==> config.mk <==
export PLATFORM = sky130hd
export DESIGN_NAME = execute_muldiv
export DESIGN_NICKNAME = d
export VERILOG_FILES = /design/src/rtl/execute_muldiv.sv
export SDC_FILE = /design/constraint.sdc
export NUM_CORES = 1
export LEC_CHECK = 0
export BUFFER_PORTS_ARGS = -buffer_cell sky130_fd_sc_hd__buf_4
export CAP_MARGIN = 5
export CORE_ASPECT_RATIO = 0.75
export CORE_UTILIZATION = 25
export CTS_CLUSTER_SIZE = 30
export DETAILED_ROUTE_END_ITERATION = 7
export GPL_ROUTABILITY_DRIVEN = 0
export SLEW_MARGIN = 15
export SYNTH_ARGS = -nofsm -noshare
export SYNTH_HDL_FRONTEND = slang
export SYNTH_SLANG_ARGS = --single-unit
==> constraint.sdc <==
create_clock -name CLK -period 5.1 [get_ports CLK]
set_input_delay 1.02 -clock CLK [delete_from_list [all_inputs] [get_ports CLK]]
set_output_delay 1.02 -clock CLK [all_outputs]
set_load 0.02 [all_outputs]
==> src/rtl/execute_muldiv.sv <==
// Iterative RV32M multiply/divide unit for the Execute stage: 32-cycle shift-add / restoring divide.
// Define MULDIV_DIV_EN to build the divider; otherwise ops 4-7 complete at once with a zero result.
module execute_muldiv #(
    parameter int WIDTH = 32
) (
    input  logic             CLK,
    input  logic             RST_N,
    input  logic             StartE,
    input  logic [2:0]       MulDivOpE,
    input  logic [WIDTH-1:0] SrcAE,
    input  logic [WIDTH-1:0] SrcBE,
    input  logic [4:0]       RdE,
    input  logic             FlushE,
    output logic             BusyE,
    output logic             DoneE,
    output logic [WIDTH-1:0] ResultE,
    output logic [4:0]       RdDoneE
);
    localparam logic [2:0] OP_MUL = 3'd0;

    typedef enum logic [1:0] {S_IDLE, S_CALC, S_DONE} state_t;

    state_t             r_state;
    logic [4:0]         r_cnt;
    logic [2:0]         r_op;
    logic [4:0]         r_rd;
    logic [2*WIDTH-1:0] r_acc;
    logic [WIDTH-1:0]   r_opnd;
    logic               r_neg;
    logic [WIDTH-1:0]   r_result;

    // Operand signedness: MUL/MULH both signed, MULHSU only rs1, DIV/REM both.
    logic             w_is_div, w_mul_sa, w_mul_sb, w_div_s, w_sa, w_sb;
    logic [WIDTH-1:0] w_mag_a, w_mag_b;
    assign w_is_div = MulDivOpE[2];
    assign w_mul_sa = ~MulDivOpE[2] & (MulDivOpE[1:0] != 2'd3);
    assign w_mul_sb = ~MulDivOpE[2] & (MulDivOpE[1:0] <= 2'd1);
    assign w_div_s  = MulDivOpE[2] & ~MulDivOpE[0];
    assign w_sa     = (w_mul_sa | w_div_s) & SrcAE[WIDTH-1];
    assign w_sb     = (w_mul_sb | w_div_s) & SrcBE[WIDTH-1];
    assign w_mag_a  = w_sa ? -SrcAE : SrcAE;
    assign w_mag_b  = w_sb ? -SrcBE : SrcBE;

    logic             w_special;
    logic [WIDTH-1:0] w_special_res;

    // Multiply step: accumulate into the high half while the multiplier shifts out of the low half.
    logic [WIDTH:0]     w_mul_sum;
    logic [2*WIDTH-1:0] w_mul_next, w_acc_next, w_prod;
    logic [WIDTH-1:0]   w_final;
    assign w_mul_sum  = {1'b0, r_acc[2*WIDTH-1:WIDTH]} + (r_acc[0] ? {1'b0, r_opnd} : '0);
    assign w_mul_next = {w_mul_sum, r_acc[WIDTH-1:1]};
    assign w_prod     = r_neg ? -w_acc_next : w_acc_next;

`ifdef MULDIV_DIV_EN
    logic               r_neg_rem;
    logic               w_div_zero, w_div_ovf;
    logic [WIDTH:0]     w_div_trial;
    logic [2*WIDTH-1:0] w_div_next;
    logic [WIDTH-1:0]   w_quot, w_rem;

    assign w_div_zero    = w_is_div & (SrcBE == '0);
    assign w_div_ovf     = w_div_s & (SrcAE == 32'h8000_0000) & (SrcBE == 32'hFFFF_FFFF);
    assign w_special     = w_div_zero | w_div_ovf;
    assign w_special_res = w_div_zero ? (MulDivOpE[1] ? SrcAE : '1)
                                      : (MulDivOpE[1] ? '0 : 32'h8000_0000);

    // Restoring step: remainder/quotient pair shifts left, subtract succeeds when no borrow.
    assign w_div_trial = r_acc[2*WIDTH-1:WIDTH-1] - {1'b0, r_opnd};
    assign w_div_next  = w_div_trial[WIDTH] ? {r_acc[2*WIDTH-2:0], 1'b0}
                                            : {w_div_trial[WIDTH-1:0], r_acc[WIDTH-2:0], 1'b1};
    assign w_acc_next  = r_op[2] ? w_div_next : w_mul_next;
    assign w_quot      = r_neg ? -w_acc_next[WIDTH-1:0] : w_acc_next[WIDTH-1:0];
    assign w_rem       = r_neg_rem ? -w_acc_next[2*WIDTH-1:WIDTH] : w_acc_next[2*WIDTH-1:WIDTH];

    always_comb begin
        w_final = '0;
        if (r_op[2])             w_final = r_op[1] ? w_rem : w_quot;
        else if (r_op == OP_MUL) w_final = w_prod[WIDTH-1:0];
        else                     w_final = w_prod[2*WIDTH-1:WIDTH];
    end

    always_ff @(posedge CLK or negedge RST_N) begin
        if (!RST_N)
            r_neg_rem <= 1'b0;
        else if (r_state == S_IDLE && StartE && !FlushE)
            r_neg_rem <= w_sa;
    end
`else
    assign w_special     = w_is_div;
    assign w_special_res = '0;
    assign w_acc_next    = w_mul_next;
    assign w_final       = (r_op == OP_MUL) ? w_prod[WIDTH-1:0] : w_prod[2*WIDTH-1:WIDTH];
`endif

    always_ff @(posedge CLK or negedge RST_N) begin
        if (!RST_N) begin
            r_state  <= S_IDLE;
            r_cnt    <= '0;
            r_op     <= '0;
            r_rd     <= '0;
            r_acc    <= '0;
            r_opnd   <= '0;
            r_neg    <= 1'b0;
            r_result <= '0;
        end else begin
            case (r_state)
                S_IDLE: begin
                    if (StartE && !FlushE) begin
                        r_op  <= MulDivOpE;
                        r_rd  <= RdE;
                        r_cnt <= '0;
                        r_neg <= w_sa ^ w_sb;
                        if (w_special) begin
                            r_result <= w_special_res;
                            r_state  <= S_DONE;
                        end else begin
                            r_acc   <= {{WIDTH{1'b0}}, (w_is_div ? w_mag_a : w_mag_b)};
                            r_opnd  <= w_is_div ? w_mag_b : w_mag_a;
                            r_state <= S_CALC;
                        end
                    end
                end
                S_CALC: begin
                    if (FlushE) begin
                        r_state <= S_IDLE;
                        r_cnt   <= '0;
                    end else begin
                        r_acc <= w_acc_next;
                        r_cnt <= r_cnt + 5'd1;
                        if (r_cnt == 5'd31) begin
                            r_result <= w_final;
                            r_state  <= S_DONE;
                        end
                    end
                end
                S_DONE:  r_state <= S_IDLE;
                default: r_state <= S_IDLE;
            endcase
        end
    end

    assign BusyE   = RST_N & ((r_state == S_CALC) | ((r_state == S_IDLE) & StartE & ~FlushE));
    assign DoneE   = (r_state == S_DONE);
    assign ResultE = r_result;
    assign RdDoneE = r_rd;
endmodule

==> results.toml, run 1 <==
[run_status]
outcome = "finished, final reports clean"

[sta]
period_share_pct = 87.3
timing.final.setup_violations = 0
timing.max_slew.rel_slack_pct = 21.0
slew_violations = 0
final.setup_skew_ns = 0.0124
grt_setup_unrepaired = "no"
fmax_mhz = 225
tightestPinTransition_ns = 1.18
layout_min_cycle_time_ns = 4.45
final_hold_violation_count = 0
setup_tns_ns = 0

[yosys]
synthCells = 1327
synthDominantCellAreaShare_pct = 33.4
synth_nets = 1441
ys_seq_elements = 144
yosysUniqueCellTypes = 78
ys_top_cells_by_area = "dfrtp_1 33%, o21ai_0 7.7%, nand2_1 6.3%, xor2_1 5.8%, a21oi_1 5.4%"
netlist_area_mm2 = 0.0108
synth_sequential_area_ratio_pct = 33.4
synth-async-reset-ratio_pct = 100
syn_avg_cell_area_um2 = 8.13
synth-edff-count = 0
synth_top_flop_cell = "dfrtp_1"
netlist.top_cell.by_area = "dfrtp_1"
synth-warning-count = 0

[drt]
num_vias = 10300
dr_drc_count = 0
postRouteAntennaNets = 0
postRouteWirelength_mm = 34.2
first_pass_iters = 5
drt_iter0_markers = 880
route.detailed.wl_per_inst_um = 17.2
vias_per_cell = 5.18

[power]
power.switching_mw = 1.76
power_density_mw_per_mm2 = 363
share_clk_of_total_power_pct = 30.0
total_leakage_power_nw = 5.57
power.ir.vdd_worst_mv = 0.185
switching_share_pct = 37.7
cell_internal_pwr_mw = 2.91
comb_power_share_pct = 36.8
power_frac_seq_pct = 33.3
power.total_mw = 4.67

[cells_and_area]
layout.cell_area.non_filler_mm2 = 0.0129
finish.utilization_pct = 30.4
drive_gt1_share_pct = 13.6
nNetsFinal = 1520
most_common_cell_after_layout_fill_and_taps_aside = "nand2_1"
filler_cell_count = 4507
insertedDiodeCount = 0
syn2layout_area_growth_pct = 19.2
finish.cell_count_without_fillers = 1987
most-common-layout-cells = "180 x nand2_1, 165 x o21ai_0, 144 x dfrtp_1"

[setup_path]
regToRegSetupSlack_ns = 0.65
critical-path-slowest-cell = "a221oi_1"
end_kind = "flop"
worst-setup-path-type = "reg2reg"
setup.worst_path.start_class = "flop"
critical_path.most_common_cell = "xnor2_1"
critPathArrivalTime_ns = 4.75
timing.critical_path.cells = "buf_4 > and2_1 > ha_1 > a21oi_1 > o211ai_1 > a221oi_1 > o21a_1 > xnor2_1 > or3_2 > or4_4 > o31ai_4 > xnor2_1 > o221ai_2"
timing.reg2reg.worst_path_depth = 13
crit_required_ns = 5.40
max_stage_delay_ns = 0.61
reg2reg_to = "ResultE[26]"
crit_fanout = 32
critical_path.reg2reg.startpoint = "r_acc[0]"

[placed_design]
placed_area_mm2 = 0.0122
port_buffers = 114
place_inst = 1956
half_perimeter_wire_length_after_placement_mm = 26.5

[cts]
cts_made_buffers = 17
cts.sinks = 144
cts.repair.resized = 0
clkTransAtPathRegs_ns = 0.06
cts.hold.buffers_added = 0
clkLatencyLatePin_ns = 0.44
cts_max_path_buffers = 2
cts.root.buffer_cell = "clkbuf_16"
htree_levels = 4
cts_setup_buffers = 0
clock_tree_from_tritoncts = "done"

[die]
die-width_um = 242
die_height_um = 182
die-area_mm2 = 0.0440
top_level_ports = 115
initial_core_util_pct = 25.5
core_region_area_mm2 = 0.0423
num_rows = 65

[global_routing]
grt_first_pass_wirelength_mm = 54.2
antenna_found_initial = 1
grt.overflow.total = 0
grt_start_max_net_pins = 97
total_routing_resource_utilization_after_global_routing_pct = 15.6
first_global_vias = 9628

[job]
maxCapViolCount = 0

[hold_path]
worst_hold_path_type = "in2async"
-- how the worst max path moves through the flow --
stage	slack, ns	end	start	cells past startpoint
2_1_floorplan	1.04	ResultE[31]	r_acc[0]	14
3_3_place_gp	0.80	ResultE[26]	r_acc[0]	13
3_5_place_dp	0.70	ResultE[26]	r_acc[0]	13
4_1_cts	0.68	ResultE[26]	r_acc[0]	13
5_1_grt	0.33	ResultE[26]	r_acc[0]	13
6_report	0.65	ResultE[26]	r_acc[0]	13
-- sequential cells by signal (all words and copies together), names as in the netlist --
signal	count
RdDoneE	5
ResultE	32
r_acc	64
r_cnt	5
r_neg	1
r_op	3
r_opnd	32
r_state	2
-- per-layer routing --
metal  vias up  routed length [µm]  global-route usage (%)
met5         -                   0                       0
met4         0                 467                    4.25
met3        27                2260                    3.58
met2       306               14600                    22.8
met1      4998               16900                    22.7
li1       4966                   -                       -
-- synth_stat cells, types with 9 or more instances --
library cell,number
o31ai_1,24
nor4_1,15
o221ai_1,9
inv_1,17
a21oi_1,116
o21ai_0,165
o211ai_1,10
and3_1,13
a21o_1,17
xnor2_1,63
nand2b_1,9
dfrtp_1,144
nor2_1,96
a22o_1,26
xor2_1,71
nand3_1,18
nor3_1,23
o41ai_1,13
a211oi_1,9
clkbuf_1,57
and2_1,42
ha_1,37
nand2_1,180
or3_1,13
-- stage by stage --
stage | setup slack, ns | hold slack [ns]
after floorplan | 1.04 | 0.442
after global placement | 0.801 | 0.460
after detailed placement | 0.700 | 0.464
after CTS | 0.676 | 0.405
after global routing | 0.326 | 0.412
final | 0.650 | 0.415
-- kinds of logic after synthesis --
family                   after synthesis  synth area share, %
XOR/XNOR                             134                 10.9
multiplexers                          11                 1.11
buffers and inverters                 87                 3.37
flip-flops                           144                 33.4
AND/OR/NAND/NOR                      464                 20.8
AO/OA/AOI/OAI                        449                 25.9
adder cells (fa/ha/maj)               38                 4.48
-- power by group through the flow --
| stage | Clock (mW) | Combinational, mW | Sequential (mW) |
|---|---|---|---|
| after floorplan | 0 | 1.22 | 1.49 |
| after global placement | 0 | 1.67 | 1.57 |
| after detailed placement | 0 | 1.70 | 1.57 |
| after CTS | 1.43 | 1.71 | 1.55 |
| after global routing | 1.47 | 1.89 | 1.58 |
| final | 1.40 | 1.72 | 1.55 |
-- cell type report --
type / count / area [µm²] / area share [%]
multi-input cells: 1096 / 6860 / 53.3
flip-flops and latches: 144 / 3600 / 28.0
repair buffers: 129 / 972 / 7.56
inverters: 18 / 67.6 / 0.525
clock buffers: 21 / 470 / 3.66
well taps: 569 / 712 / 5.53
clock inverters: 10 / 183 / 1.42
-- worst max-delay path, delay by kind of cell (launching register included) --
kind | cells | cell delay (ns)
flip-flops | 1 | 0.37
AO/OA/AOI/OAI | 6 | 1.84
AND/OR/NAND/NOR | 3 | 1.22
adder cells (fa/ha/maj) | 1 | 0.34
XOR/XNOR | 2 | 0.31
buffers and inverters | 1 | 0.22
(Power assumes the default switching activity.)
==> run 2: changes to the inputs <==
==> constraint.sdc (replaced) <==
create_clock -name CLK -period 5.5 [get_ports CLK]
set_input_delay 1.1 -clock CLK [delete_from_list [all_inputs] [get_ports CLK]]
set_output_delay 1.1 -clock CLK [all_outputs]
set_load 0.02 [all_outputs]
==> run 2 against run 1 <==
Fmax decreased by 11%; sequential power is 7% lower; clock power decreased by 13%; final area is 0.56% lower; largest cell class unchanged; sequential share of layout area grew 0.16 points; register-to-register slack worse by 0.16 ns; die area stayed put; utilization is 0.17 points lower; final cell count down 0.20%.
==> results.toml, run 2 (synthesis gave the netlist of run 1 again) <==
[global_routing]
grt_start_max_net_pins = 66
groute.layer.met3.usage_pct = 3.90
total_routing_resource_utilization_after_global_routing_pct = 15.6
grt_busiest_layer = "met2"
met2_usage_pct = 23.1
first_global_vias = 9690
antenna_found_initial = 1
grt.overflow.total = 0
grt_first_pass_wirelength_mm = 54.4
grt_use_met1_pct = 22.5

[drt]
postRouteWirelength_mm = 34.1
route.detailed.wl_per_inst_um = 17.2
dr_drc_count = 0
postRouteAntennaNets = 0
vias_per_cell = 5.18
first_pass_iters = 5
drt_iter0_markers = 796
num_vias = 10300

[setup_path]
crit_fanout = 33
critical-path-slowest-cell = "nor4b_1"
timing.critical_path.cells = "and2_1 > ha_1 > fa_1 > a21oi_1 > o211ai_1 > a221o_1 > xnor2_1 > o2111ai_1 > nor4b_1 > nand4b_1 > o41ai_1 > xor2_1 > o21ai_0"
critPathLaunch = "r_acc[0]"
max_stage_delay_ns = 0.71
crit_required_ns = 5.81
worst-setup-path-type = "reg2reg"
setup.worst_path.start_class = "flop"
end_kind = "flop"
critPathArrivalTime_ns = 5.32
critical_path.reg2reg.startpoint = "r_acc[0]"

[power]
power_density_mw_per_mm2 = 331
power.ir.vdd_worst_mv = 0.199
total_leakage_power_nw = 5.53

[job]
maxCapViolCount = 0

[cells_and_area]
most_common_cell_after_layout_fill_and_taps_aside = "nand2_1"
drive_gt1_share_pct = 13.5
filler_cell_count = 4546
most-common-layout-cells = "180 x nand2_1, 165 x o21ai_0, 144 x dfrtp_1"
largest_reg_flops = 64
max_flop_register = "r_acc"
nNetsFinal = 1516
syn2layout_area_growth_pct = 18.5
insertedDiodeCount = 0
finish.cell_count_without_fillers = 1983
finish.utilization_pct = 30.2

[sta]
final.setup_skew_ns = 0.0177
timing.final.setup_violations = 0
holdWs_ns = 0.475
fmax_mhz = 200
setup_tns_ns = 0
slew_violations = 0
timing.max_slew.rel_slack_pct = 29.8
period_share_pct = 91.1
tightestPinTransition_ns = 1.05
layout_min_cycle_time_ns = 5.01
grt_setup_unrepaired = "no"
final_hold_violation_count = 0

[placed_design]
port_buffers = 114
half_perimeter_wire_length_after_placement_mm = 26.6
place_inst = 1952

[cts]
cts.hold.buffers_added = 0
cts_max_path_buffers = 2
clock_tree_from_tritoncts = "done"
cts.root.buffer_cell = "clkbuf_16"
cts_setup_buffers = 0
clkTransAtPathRegs_ns = 0.06
htree_levels = 4
cts.sinks = 144
cts_made_buffers = 17
cts.repair.resized = 0
clkLatencyLatePin_ns = 0.45

[die]
core_region_area_mm2 = 0.0423
die-width_um = 242
top_level_ports = 115
initial_core_util_pct = 25.5
die_height_um = 182
die-area_mm2 = 0.0440
num_rows = 65

[run_status]
outcome = "finished, final reports clean"

[hold_path]
worst_min_path_start = "r_opnd[24]"
worst_hold_path_type = "reg2reg"
-- run 2: per-layer routing --
metal,vias to the layer above,share of wire [%]
li1,4961,-
met4,0,1.1
met3,20,6.6
met1,4973,49
met2,314,44
met5,-,0
-- run 2: per-stage QoR --
| stage | power, mW | instance area [µm²] | setup WS, ns |
|---|---|---|---|
| floorplan | 2.51 | 10800 | 1.44 |
| detailed placement | 3.00 | 12200 | 0.535 |
| CTS | 4.24 | 12800 | 0.508 |
| global route | 4.49 | 12800 | 0.0500 |
| global placement | 2.98 | 12200 | 0.610 |
| finish | 4.23 | 12800 | 0.489 |
-- run 2: final cells by class --
cell class                 count  area, µm²  area share (%)
inverter                      18       67.6           0.528
multi-input combinational   1096       6850            53.6
clock buffer                  21        480            3.76
sequential                   144       3600            28.2
timing repair buffer         125        942            7.37
clock inverter                10        134            1.05
tap                          569        712            5.57
-- run 2: report_power, final --
part	leakage [nW]	internal, mW	switching [mW]	total [mW]
logic	3.33	0.618	0.949	1.57
clock network	0.301	0.755	0.465	1.22
registers	1.89	1.23	0.211	1.44
total	5.53	2.61	1.63	4.23
-- run 2: final timing paths --
check                      slack (ns)  depth (start not counted)           to
max reg2reg                      0.49                         13  ResultE[31]
min reg2reg                      0.48                          2   r_opnd[24]
max in group asynchronous        3.75                          2    r_acc[61]
min                              0.48                          2   r_opnd[24]
max                              0.49                         13  ResultE[31]
min in group asynchronous        0.62                          1   ResultE[3]
-- run 2: worst max-delay path, delay by kind of cell (launching register included) --
| family | cells | cell delay (ns) |
|---|---|---|
| adder cells (fa/ha/maj) | 2 | 0.65 |
| AO/OA/AOI/OAI | 6 | 1.64 |
| XOR/XNOR | 2 | 0.55 |
| flip-flops | 1 | 0.67 |
| AND/OR/NAND/NOR | 3 | 1.35 |
==> run 3: changes to the inputs <==
--- a/config.mk
+++ b/config.mk
@@ -12,6 +12,7 @@
 export CTS_CLUSTER_SIZE = 30
 export DETAILED_ROUTE_END_ITERATION = 7
 export GPL_ROUTABILITY_DRIVEN = 0
+export PLACE_DENSITY = 0.46
 export SLEW_MARGIN = 15
 export SYNTH_ARGS = -nofsm -noshare
 export SYNTH_HDL_FRONTEND = slang
==> run 3 against run 2 <==
First-iteration DRC count decreased by 25%; die area unchanged; sequential power about the same; sequential share of layout area decreased by 0.17 points; flip-flop and latch count unchanged; final cell count increased by 0.15%; critical path depth increased by 1; global-route usage about the same; critical endpoint is now ResultE[28]; largest cell class unchanged; largest power group unchanged.
==> results.toml, run 3 (synthesis gave the netlist of run 1 again) <==
[setup_path]
critical-path-slowest-cell = "dfrtp_1"
worst-setup-path-type = "reg2reg"
cp.buffers_inverters = 1
setup.worst_path.start_class = "flop"
crit_fanout = 15
critPathArrivalTime_ns = 4.89
critical_path.most_common_cell = "a21oi_1"
max_stage_delay_ns = 0.54
top_cell_family_by_delay_on_the_critical_path = "compound AO/OA/AOI/OAI gates"
timing.critical_path.cells = "and2_1 > ha_1 > fa_1 > a21oi_1 > o22ai_1 > a31oi_1 > a21boi_0 > or3_2 > a2111oi_0 > buf_4 > nand3b_1 > nor3b_1 > a21oi_1 > nand4b_1"
crit_required_ns = 5.82
end_kind = "flop"

[power]
power_frac_seq_pct = 32.8
power.ir.vdd_worst_mv = 0.156
switching_share_pct = 38.1
power_density_mw_per_mm2 = 337
power.total_mw = 4.34
comb_power_share_pct = 36.5
share_clk_of_total_power_pct = 30.7
total_leakage_power_nw = 5.56
cell_internal_pwr_mw = 2.69
power.switching_mw = 1.65

[cells_and_area]
layout.cell_area.non_filler_mm2 = 0.0129
insertedDiodeCount = 0
largest_reg_flops = 64
drive_gt1_share_pct = 13.6
finish.utilization_pct = 30.4
max_flop_register = "r_acc"
most-common-layout-cells = "180 x nand2_1, 165 x o21ai_0, 143 x dfrtp_1"
syn2layout_area_growth_pct = 19.3
nNetsFinal = 1518
most_common_cell_after_layout_fill_and_taps_aside = "nand2_1"

[cts]
cts.hold.buffers_added = 0
cts_max_path_buffers = 2
cts.sinks = 144
clock_tree_from_tritoncts = "done"
cts_setup_buffers = 0
clkLatencyLatePin_ns = 0.45
cts.root.buffer_cell = "clkbuf_16"
cts_made_buffers = 17
clkTransAtPathRegs_ns = 0.07
htree_levels = 4
cts.repair.resized = 0

[sta]
layout_min_cycle_time_ns = 4.57
tightestPinTransition_ns = 1.15
timing.final.setup_violations = 0
timing.max_slew.rel_slack_pct = 23.2
slew_violations = 0
setup_tns_ns = 0
fmax_mhz = 219
period_share_pct = 83.0
final_hold_violation_count = 0
grt_setup_unrepaired = "no"
final.setup_skew_ns = 0.0130

[die]
initial_core_util_pct = 25.5
die-area_mm2 = 0.0440
num_rows = 65
core_region_area_mm2 = 0.0423
die_height_um = 182
die-width_um = 242
top_level_ports = 115

[job]
maxCapViolCount = 0

[global_routing]
grt_first_pass_wirelength_mm = 54.0
grt.overflow.total = 0
grt_start_max_net_pins = 79
total_routing_resource_utilization_after_global_routing_pct = 15.6
antenna_found_initial = 0
first_global_vias = 9475

[run_status]
outcome = "finished, final reports clean"

[placed_design]
placed_area_mm2 = 0.0122
port_buffers = 114
half_perimeter_wire_length_after_placement_mm = 26.3

[drt]
postRouteAntennaNets = 0
drt_iter0_markers = 597
num_vias = 10100
vias_per_cell = 5.06
route.detailed.wl_per_inst_um = 17.3
dr_drc_count = 0
first_pass_iters = 5
postRouteWirelength_mm = 34.4

[hold_path]
worst_hold_path_type = "reg2reg"
[run 3: cell types whose count changed in the layout (fill, tap and decap cells not counted)]
cell,change
clkinv_2,-3
bufinv_16,+2
clkbuf_8,-2
inv_6,+2
buf_16,+1
buf_4,+1
clkbuf_1,+1
clkinv_4,+1
dfrtp_1,-1
dfrtp_2,+1
or3_1,+1
or3_2,-1
[run 3: layer usage]
metal	global-route usage [%]	vias to the layer above	part of all wire (%)
li1	-	4955	-
met1	22.4	4875	50
met2	24.2	200	45
met3	2.90	20	4.3
met4	2.91	0	0.82
met5	0	-	0
[run 3: final timing paths]
kind                       slack (ns)  cells after the start       start     endpoint
max                              0.93                     14    r_acc[0]  ResultE[28]
min                              0.47                      2  r_opnd[24]   r_opnd[24]
max reg2reg                      0.93                     14    r_acc[0]  ResultE[28]
min reg2reg                      0.47                      2  r_opnd[24]   r_opnd[24]
max in group asynchronous        3.68                      3       RST_N   ResultE[9]
min in group asynchronous        0.67                      1       RST_N   r_opnd[24]
[run 3: final cells by class]
type	instances	area, µm²
clock buffer	20	457
clock inverter	12	205
fill	4584	29400
inverter	18	67.6
multi-input combinational	1096	6850
sequential	144	3600
tap	569	712
timing repair buffer	127	977
[run 3: per-stage QoR]
stage,setup WS [ns],hold WS (ns),instances
3_5_place_dp,0.976,0.468,1953
4_1_cts,0.912,0.480,1985
5_1_grt,0.528,0.501,1986
6_report,0.932,0.472,1986
2_1_floorplan,1.44,0.442,1327
3_3_place_gp,0.980,0.459,1953
[run 3: worst register-to-register path: stages, from the launching register on]
cell and delay (ns):
dfrtp_1 0.54, and2_1 0.22, ha_1 0.21, fa_1 0.42, a21oi_1 0.34, o22ai_1 0.25, a31oi_1 0.28, a21boi_0 0.20
or3_2 0.47, a2111oi_0 0.43, buf_4 0.19, nand3b_1 0.12, nor3b_1 0.45, a21oi_1 0.13, nand4b_1 0.18
[run 3: power groups by stage]
stage | combinational (mW) | sequential (mW) | clock, mW
2_1_floorplan | 1.13 | 1.38 | 0
3_3_place_gp | 1.57 | 1.44 | 0
3_5_place_dp | 1.58 | 1.44 | 0
4_1_cts | 1.58 | 1.43 | 1.37
5_1_grt | 1.76 | 1.45 | 1.40
6_report | 1.59 | 1.42 | 1.33
